===== config.mk =====
export PLATFORM = sky130hd
export DESIGN_NAME = btn_sseg_display
export DESIGN_NICKNAME = d
export VERILOG_FILES = /design/src/rtl/btn_sseg_pkg.sv /design/src/rtl/btn_sseg_display_debounce.sv /design/src/rtl/btn_sseg_display.sv
export SDC_FILE = /design/constraint.sdc
export NUM_CORES = 1
export LEC_CHECK = 0
export ABC_CLOCK_PERIOD_IN_PS = 3600
export CAP_MARGIN = 20
export CORE_ASPECT_RATIO = 1.5
export CORE_MARGIN = 1.5
export CORE_UTILIZATION = 44
export DETAILED_ROUTE_END_ITERATION = 12
export GPL_TIMING_DRIVEN = 0
export SLEW_MARGIN = 25
export SYNTH_ARGS = -nofsm -noshare
export SYNTH_HDL_FRONTEND = slang
export SYNTH_SLANG_ARGS = --single-unit

===== constraint.sdc =====
create_clock -name clk -period 3.6 [get_ports clk]
set_clock_uncertainty 0.2 [all_clocks]
set_input_delay 0.72 -clock clk [delete_from_list [all_inputs] [get_ports clk]]
set_output_delay 0.72 -clock clk [all_outputs]
set_load 0.02 [all_outputs]

===== src/rtl/btn_sseg_pkg.sv =====
// Shared types, display constants and the hex-to-segment table for btn_sseg_display.
// Combinational helpers only; no latency, no flow control.
package btn_sseg_pkg;

  typedef enum logic {
    MODE_LATCH = 1'b0,
    MODE_COUNT = 1'b1
  } mode_e;

  localparam logic [7:0] SSEG_IDLE = 8'h80;
  localparam logic [7:0] SSEG_OFF  = 8'h00;

  // Segment order {dp,g,f,e,d,c,b,a}, active-high
  function automatic logic [7:0] sseg_hex(input logic [3:0] v);
    logic [7:0] s;
    case (v)
      4'h0: s = 8'h3F;
      4'h1: s = 8'h06;
      4'h2: s = 8'h5B;
      4'h3: s = 8'h4F;
      4'h4: s = 8'h66;
      4'h5: s = 8'h6D;
      4'h6: s = 8'h7D;
      4'h7: s = 8'h07;
      4'h8: s = 8'h7F;
      4'h9: s = 8'h6F;
      4'hA: s = 8'h77;
      4'hB: s = 8'h7C;
      4'hC: s = 8'h39;
      4'hD: s = 8'h5E;
      4'hE: s = 8'h79;
      default: s = 8'h71;
    endcase
    return s;
  endfunction

endpackage


===== src/rtl/btn_sseg_display_debounce.sv =====
// One button: 2-FF synchroniser, debounce counter, level register and rise pulse.
// Level settles DEBOUNCE_CYCLES+1 edges after raw changes; ena low freezes it (no backpressure).
module btn_debounce #(
  parameter int DEBOUNCE_CYCLES = 4,
  parameter int DB_W            = 8
) (
  input  logic clk,
  input  logic rst_n,
  input  logic ena,
  input  logic raw,
  output logic db,
  output logic press
);

  localparam logic [DB_W-1:0] LAST = DB_W'(DEBOUNCE_CYCLES - 1);

  logic            sync1;
  logic            sync2;
  logic [DB_W-1:0] cnt;
  logic            mismatch;
  logic            settle;

  assign mismatch = (sync2 != db);
  assign settle   = mismatch && (cnt == LAST);

  always_ff @(posedge clk or negedge rst_n) begin
    if (!rst_n) begin
      sync1 <= 1'b0;
      sync2 <= 1'b0;
      cnt   <= '0;
      db    <= 1'b0;
      press <= 1'b0;
    end else begin
      // The synchroniser runs regardless of ena so re-enable sees a settled level
      sync1 <= raw;
      sync2 <= sync1;
      press <= 1'b0;
      if (ena) begin
        if (!mismatch) begin
          cnt <= '0;
        end else if (settle) begin
          cnt   <= '0;
          db    <= ~db;
          press <= ~db;
        end else begin
          cnt <= cnt + 1'b1;
        end
      end
    end
  end

endmodule


===== src/rtl/btn_sseg_display.sv =====
// Debounced pushbuttons drive one 7-segment digit: latch last button index or up/down hex counter.
// btn_db/press at E(D+1), value E(D+2), seg E(D+3); ena low freezes state and blanks seg.
module btn_sseg_display
  import btn_sseg_pkg::*;
#(
  parameter int N_BTN           = 4,
  parameter int DEBOUNCE_CYCLES = 4,
  parameter int DB_W            = 8
) (
  input  logic             clk,
  input  logic             rst_n,
  input  logic             ena,
  input  logic [N_BTN-1:0] btn_raw,
  input  logic             mode,
  output logic [N_BTN-1:0] btn_db,
  output logic [N_BTN-1:0] press,
  output logic [7:0]       seg
);

  // Only the first three buttons have a meaning in COUNT mode
  localparam int NC = (N_BTN < 3) ? N_BTN : 3;

  logic       mode_s1;
  logic       mode_s2;
  logic       mode_prev;
  logic       mode_chg;
  mode_e      cur_mode;
  logic [3:0] value;
  logic       idle;
  logic [3:0] val_nxt;
  logic       idle_nxt;
  logic [3:0] lat_idx;
  logic [2:0] cnt_btn;
  logic       inc;
  logic       dec;
  logic       clr;

  for (genvar i = 0; i < N_BTN; i++) begin : g_btn
    btn_debounce #(
      .DEBOUNCE_CYCLES(DEBOUNCE_CYCLES),
      .DB_W           (DB_W)
    ) u_db (
      .clk  (clk),
      .rst_n(rst_n),
      .ena  (ena),
      .raw  (btn_raw[i]),
      .db   (btn_db[i]),
      .press(press[i])
    );
  end

  always_ff @(posedge clk or negedge rst_n) begin
    if (!rst_n) begin
      mode_s1 <= 1'b0;
      mode_s2 <= 1'b0;
    end else begin
      mode_s1 <= mode;
      mode_s2 <= mode_s1;
    end
  end

  assign cur_mode = mode_e'(mode_s2);
  assign mode_chg = (mode_s2 != mode_prev);

  assign cnt_btn = 3'(press[NC-1:0]);
  assign inc     = cnt_btn[0];
  assign dec     = cnt_btn[1];
  assign clr     = cnt_btn[2];

  // Descending scan so the lowest pressed index is the one left standing
  always_comb begin
    lat_idx = '0;
    for (int i = N_BTN - 1; i >= 0; i--) begin
      if (press[i]) lat_idx = 4'(i);
    end
  end

  always_comb begin
    val_nxt  = value;
    idle_nxt = idle;
    if (mode_chg) begin
      val_nxt  = 4'h0;
      idle_nxt = 1'b1;
    end else if (cur_mode == MODE_LATCH) begin
      if (|press) begin
        val_nxt  = lat_idx;
        idle_nxt = 1'b0;
      end
    end else begin
      if (clr) begin
        val_nxt  = 4'h0;
        idle_nxt = 1'b0;
      end else if (inc && !dec) begin
        val_nxt  = value + 4'h1;
        idle_nxt = 1'b0;
      end else if (dec && !inc) begin
        val_nxt  = value - 4'h1;
        idle_nxt = 1'b0;
      end else if (inc && dec) begin
        idle_nxt = 1'b0;
      end
    end
  end

  always_ff @(posedge clk or negedge rst_n) begin
    if (!rst_n) begin
      value     <= 4'h0;
      idle      <= 1'b1;
      mode_prev <= 1'b0;
      seg       <= SSEG_IDLE;
    end else begin
      if (ena) begin
        value     <= val_nxt;
        idle      <= idle_nxt;
        mode_prev <= mode_s2;
      end
      if (!ena) begin
        seg <= SSEG_OFF;
      end else if (idle) begin
        seg <= SSEG_IDLE;
      end else begin
        seg <= sseg_hex(value);
      end
    end
  end

endmodule


==> run_results.csv <==
group,metric,value,unit
worst_setup_path,end_kind,"flip-flop",
drt,routed_via_density,5.36,
placement,place.gp.congestion,0.846,
clock_network,h-tree-depth,3,
layout,syn2layout_area_growth,16.7,%
timing,rsz0062_at_grt,"false",
synth,synthArstFlopShare,100,%
drt,drc,0,
timing,final.period_utilization,74.4,%
worst_setup_path,path_max_fanout,10,
global_routing,grt_pass1_vias,2522,
worst_hold_path,min-delay-path-class,"in2async",
worst_setup_path,critPathKind,"in2reg",
drt,wire_per_inst,14.5,um
synth,synthFlopType,"dfrtp_1",
layout,utilization,53.5,%
drt,ant_nets,0,
floorplan,initial_core_util,45.8,%
global_routing,grt_pass1_wl,11600,um
global_routing,track_usage,18.6,%
clock_network,cts.path.max_buffers,2,
floorplan,std_cell_rows,38,
drt,wl,6600,um
timing,finalSetupViolCount,0,
clock_network,clock_latency,0.34,ns
placement,io_buffers,23,
pwr,powerDensity,647,nW/um^2
synth,synth_area_per_cell,10.7,um^2
worst_setup_path,worst_path_largest_cell_delay,0.57,ns
drt,first_iter_violations,127,
timing,worstMarginPinSlew,0.549,ns
floorplan,die_h,110,um
clock_network,cts_tree,"done",
worst_setup_path,required,3.66,ns
placement,pre_cts_ws,0.566,ns
synth,synthDistinctLibCells,56,
flow_run,max_cap_viol_count,0,
pwr,ir_drop,0.283,mV
timing,fin_ws,0.921,ns
placement,placed_cells,438,
worst_setup_path,cp_cell_sequence,"clkdlybuf4s50_1 -> inv_1 -> buf_1 -> buf_1 -> o21ai_0 -> o21ai_0",
worst_setup_path,critPathLaunchType,"primary input",
timing,hold_viol_final,0,
floorplan,die_w,74.3,um
layout,antenna-diode-count,0,
synth,synth_edf_count,0,
timing,period_minus_slack,2.68,ns
floorplan,pin_count,24,
clock_network,clkSinkCount,64,
timing,holdWs,0.0797,ns
clock_network,cts_setup_buffers,0,
synth,yosys_register_bits,64,
layout,layoutNonFillerInstCount,454,
floorplan,core,7320,um^2
drt,via_count,2432,
layout,drive_gt1_share,14.7,%
global_routing,gr-total-overflow,0,
global_routing,grt_max_degree,41,
clock_network,postCtsHoldBufs,0,
clock_network,cts_buffers,9,
pwr,p_leak,1.77,nW
synth,synth_cells,314,
worst_setup_path,path_buf_inv,4,
floorplan,dieArea,8170,um^2
synth,synth_fp_nets,340,
timing,slew_headroom,63.4,%
synth,yosysWarnings,0,
worst_setup_path,critPathArrivalTime,2.74,ns
worst_setup_path,worst_path_max_delay_cell,"clkdlybuf4s50_1",
placement,dp_hpwl,4750,um
clock_network,clk_pin_slew,0.07,ns
drt,dr.pass1.iters,4,
layout,fin_nets,375,
status,status,"completed",
timing,final-max-slew-violation-count,0,
synth,yosysSeqAreaShare,47.8,%
timing,fmax,373,MHz
synth,syn_area,3360,um^2
clock_network,root_buffer,"clkbuf_8",
worst_setup_path,critPathTopFamily,"buffers and inverters",
global_routing,antenna_found_initial,0,
clock_network,ctsResizeCount,0,
==> cell usage after synthesis, types with 3 or more instances <==
library cell | number | area share (%)
mux2i_1 | 12 | 3.6
inv_1 | 16 | 1.8
a21oi_1 | 5 | 0.75
nand2b_1 | 3 | 0.56
nor3_1 | 8 | 1.2
or4_4 | 3 | 1.0
ha_1 | 17 | 6.3
buf_4 | 8 | 1.8
nand3_1 | 11 | 1.6
o21ai_0 | 13 | 1.9
xnor2_1 | 4 | 1.0
dfrtp_1 | 62 | 46
a21o_1 | 7 | 1.6
and3_1 | 5 | 0.93
a211oi_1 | 4 | 0.89
o21a_1 | 3 | 0.67
or3b_2 | 3 | 0.78
o22ai_1 | 4 | 0.75
nor4_1 | 4 | 0.75
nand2_1 | 25 | 2.8
o2bb2ai_1 | 9 | 2.3
xor2_1 | 5 | 1.3
nor2_1 | 26 | 2.9
nor3b_1 | 7 | 1.6
mux2_2 | 3 | 1.0
clkbuf_1 | 5 | 0.56
or3_1 | 3 | 0.56
==> cell type report <==
type	instances	area, um^2
Timing Repair Buffer	24	248
Multi-Input combinational cell	219	1610
Tap cell	100	125
Inverter	16	60.1
Buffer	15	86.3
Clock buffer	10	128
Fill cell	682	3410
Sequential cell	64	1600
Clock inverter	6	60.1
==> cells in the final DEF (no fill, tap or decap), drive strengths merged, types with 2 or more instances in the layout <==
master,instances
mux2,5
clkinvlp,2
a21oi,5
or4,3
xor2,5
clkdlybuf4s50,22
nand3,11
o21a,3
a211o,2
clkbuf,15
nor3,8
nand2,25
or3,5
clkinv,3
o221ai,2
a221oi,2
nor3b,7
dfrtp,62
a21o,7
nand2b,3
o21ai,15
nor2,26
o211ai,3
a211oi,4
and3,6
inv,16
dfstp,2
o2bb2ai,9
xnor2,4
mux2i,12
nor2b,2
buf,12
ha,17
nor4,4
o22ai,4
or3b,4
==> worst paths after layout <==
check,from,slack [ns],depth (start not counted),end
max reg2reg,cur_mode,1.23,6,value[3]
min in group clk,g_btn[3].u_db.sync1,0.15,0,g_btn[3].u_db.sync2
min reg2reg,g_btn[3].u_db.sync1,0.15,0,g_btn[3].u_db.sync2
max in group asynchronous,rst_n,2.61,2,g_btn[1].u_db.cnt[5]
max,ena,0.92,6,g_btn[3].u_db.cnt[2]
min,rst_n,0.08,1,g_btn[2].u_db.sync2
==> sequential cells by signal, summed over array words and instances (netlist names) <==
register / cells
g_btn.u_db.sync1: 4
idle: 1
value: 4
seg: 8
g_btn.u_db.sync2: 4
mode_prev: 1
g_btn.u_db.press: 4
g_btn.u_db.db: 4
cur_mode: 1
g_btn.u_db.cnt: 32
mode_s1: 1
==> through the flow <==
stage | area (um^2) | setup TNS (ns) | total power, W
after floorplan | 3360 | 0 | 0.00168
after global placement | 3710 | -36.83 | 0.00193
after detailed placement | 3730 | 0 | 0.00196
after CTS | 3920 | 0 | 0.00257
after global routing | 3920 | 0 | 0.00273
final | 3920 | 0 | 0.00253
==> layer usage <==
metal / track usage [%] / vias to the layer above / share of wire, %
li1: - / 1186 / -
met1: 22.0 / 1200 / 43
met2: 31.8 / 35 / 53
met3: 5.13 / 11 / 2.9
met4: 6.49 / 0 / 1.5
met5: 0 / - / 0
==> worst register-to-register path, delay by kind of cell, from the launching register on <==
| family | cells | cell delay (ns) |
|---|---|---|
| buffers and inverters | 1 | 0.09 |
| DFF | 1 | 0.41 |
| and+or+nand+nor | 3 | 1.15 |
| adders and majority gates | 1 | 0.34 |
| AOI/OAI and AO/OA | 1 | 0.12 |
==> where the power goes <==
| part | leakage (nW) | switching [W] | internal [W] |
|---|---|---|---|
| clock network | 0.0920 | 0.000283 | 0.000316 |
| logic | 0.839 | 0.000464 | 0.000432 |
| registers | 0.837 | 0.000158 | 0.000881 |
==> kinds of logic (layout without fill, tap and decap cells) <==
logic type | after synthesis | count (layout) | synth area share (%)
buffers and inverters | 31 | 71 | 4.36
XOR/XNOR | 9 | 9 | 2.35
multiplexers | 18 | 18 | 6.15
flip-flops | 64 | 64 | 47.8
adder cells (fa/ha/maj) | 18 | 18 | 6.94
AO/OA/AOI/OAI | 62 | 62 | 14.2
AND/OR/NAND/NOR | 112 | 112 | 18.2
No activity file was read; power rests on OpenSTA's default activity.
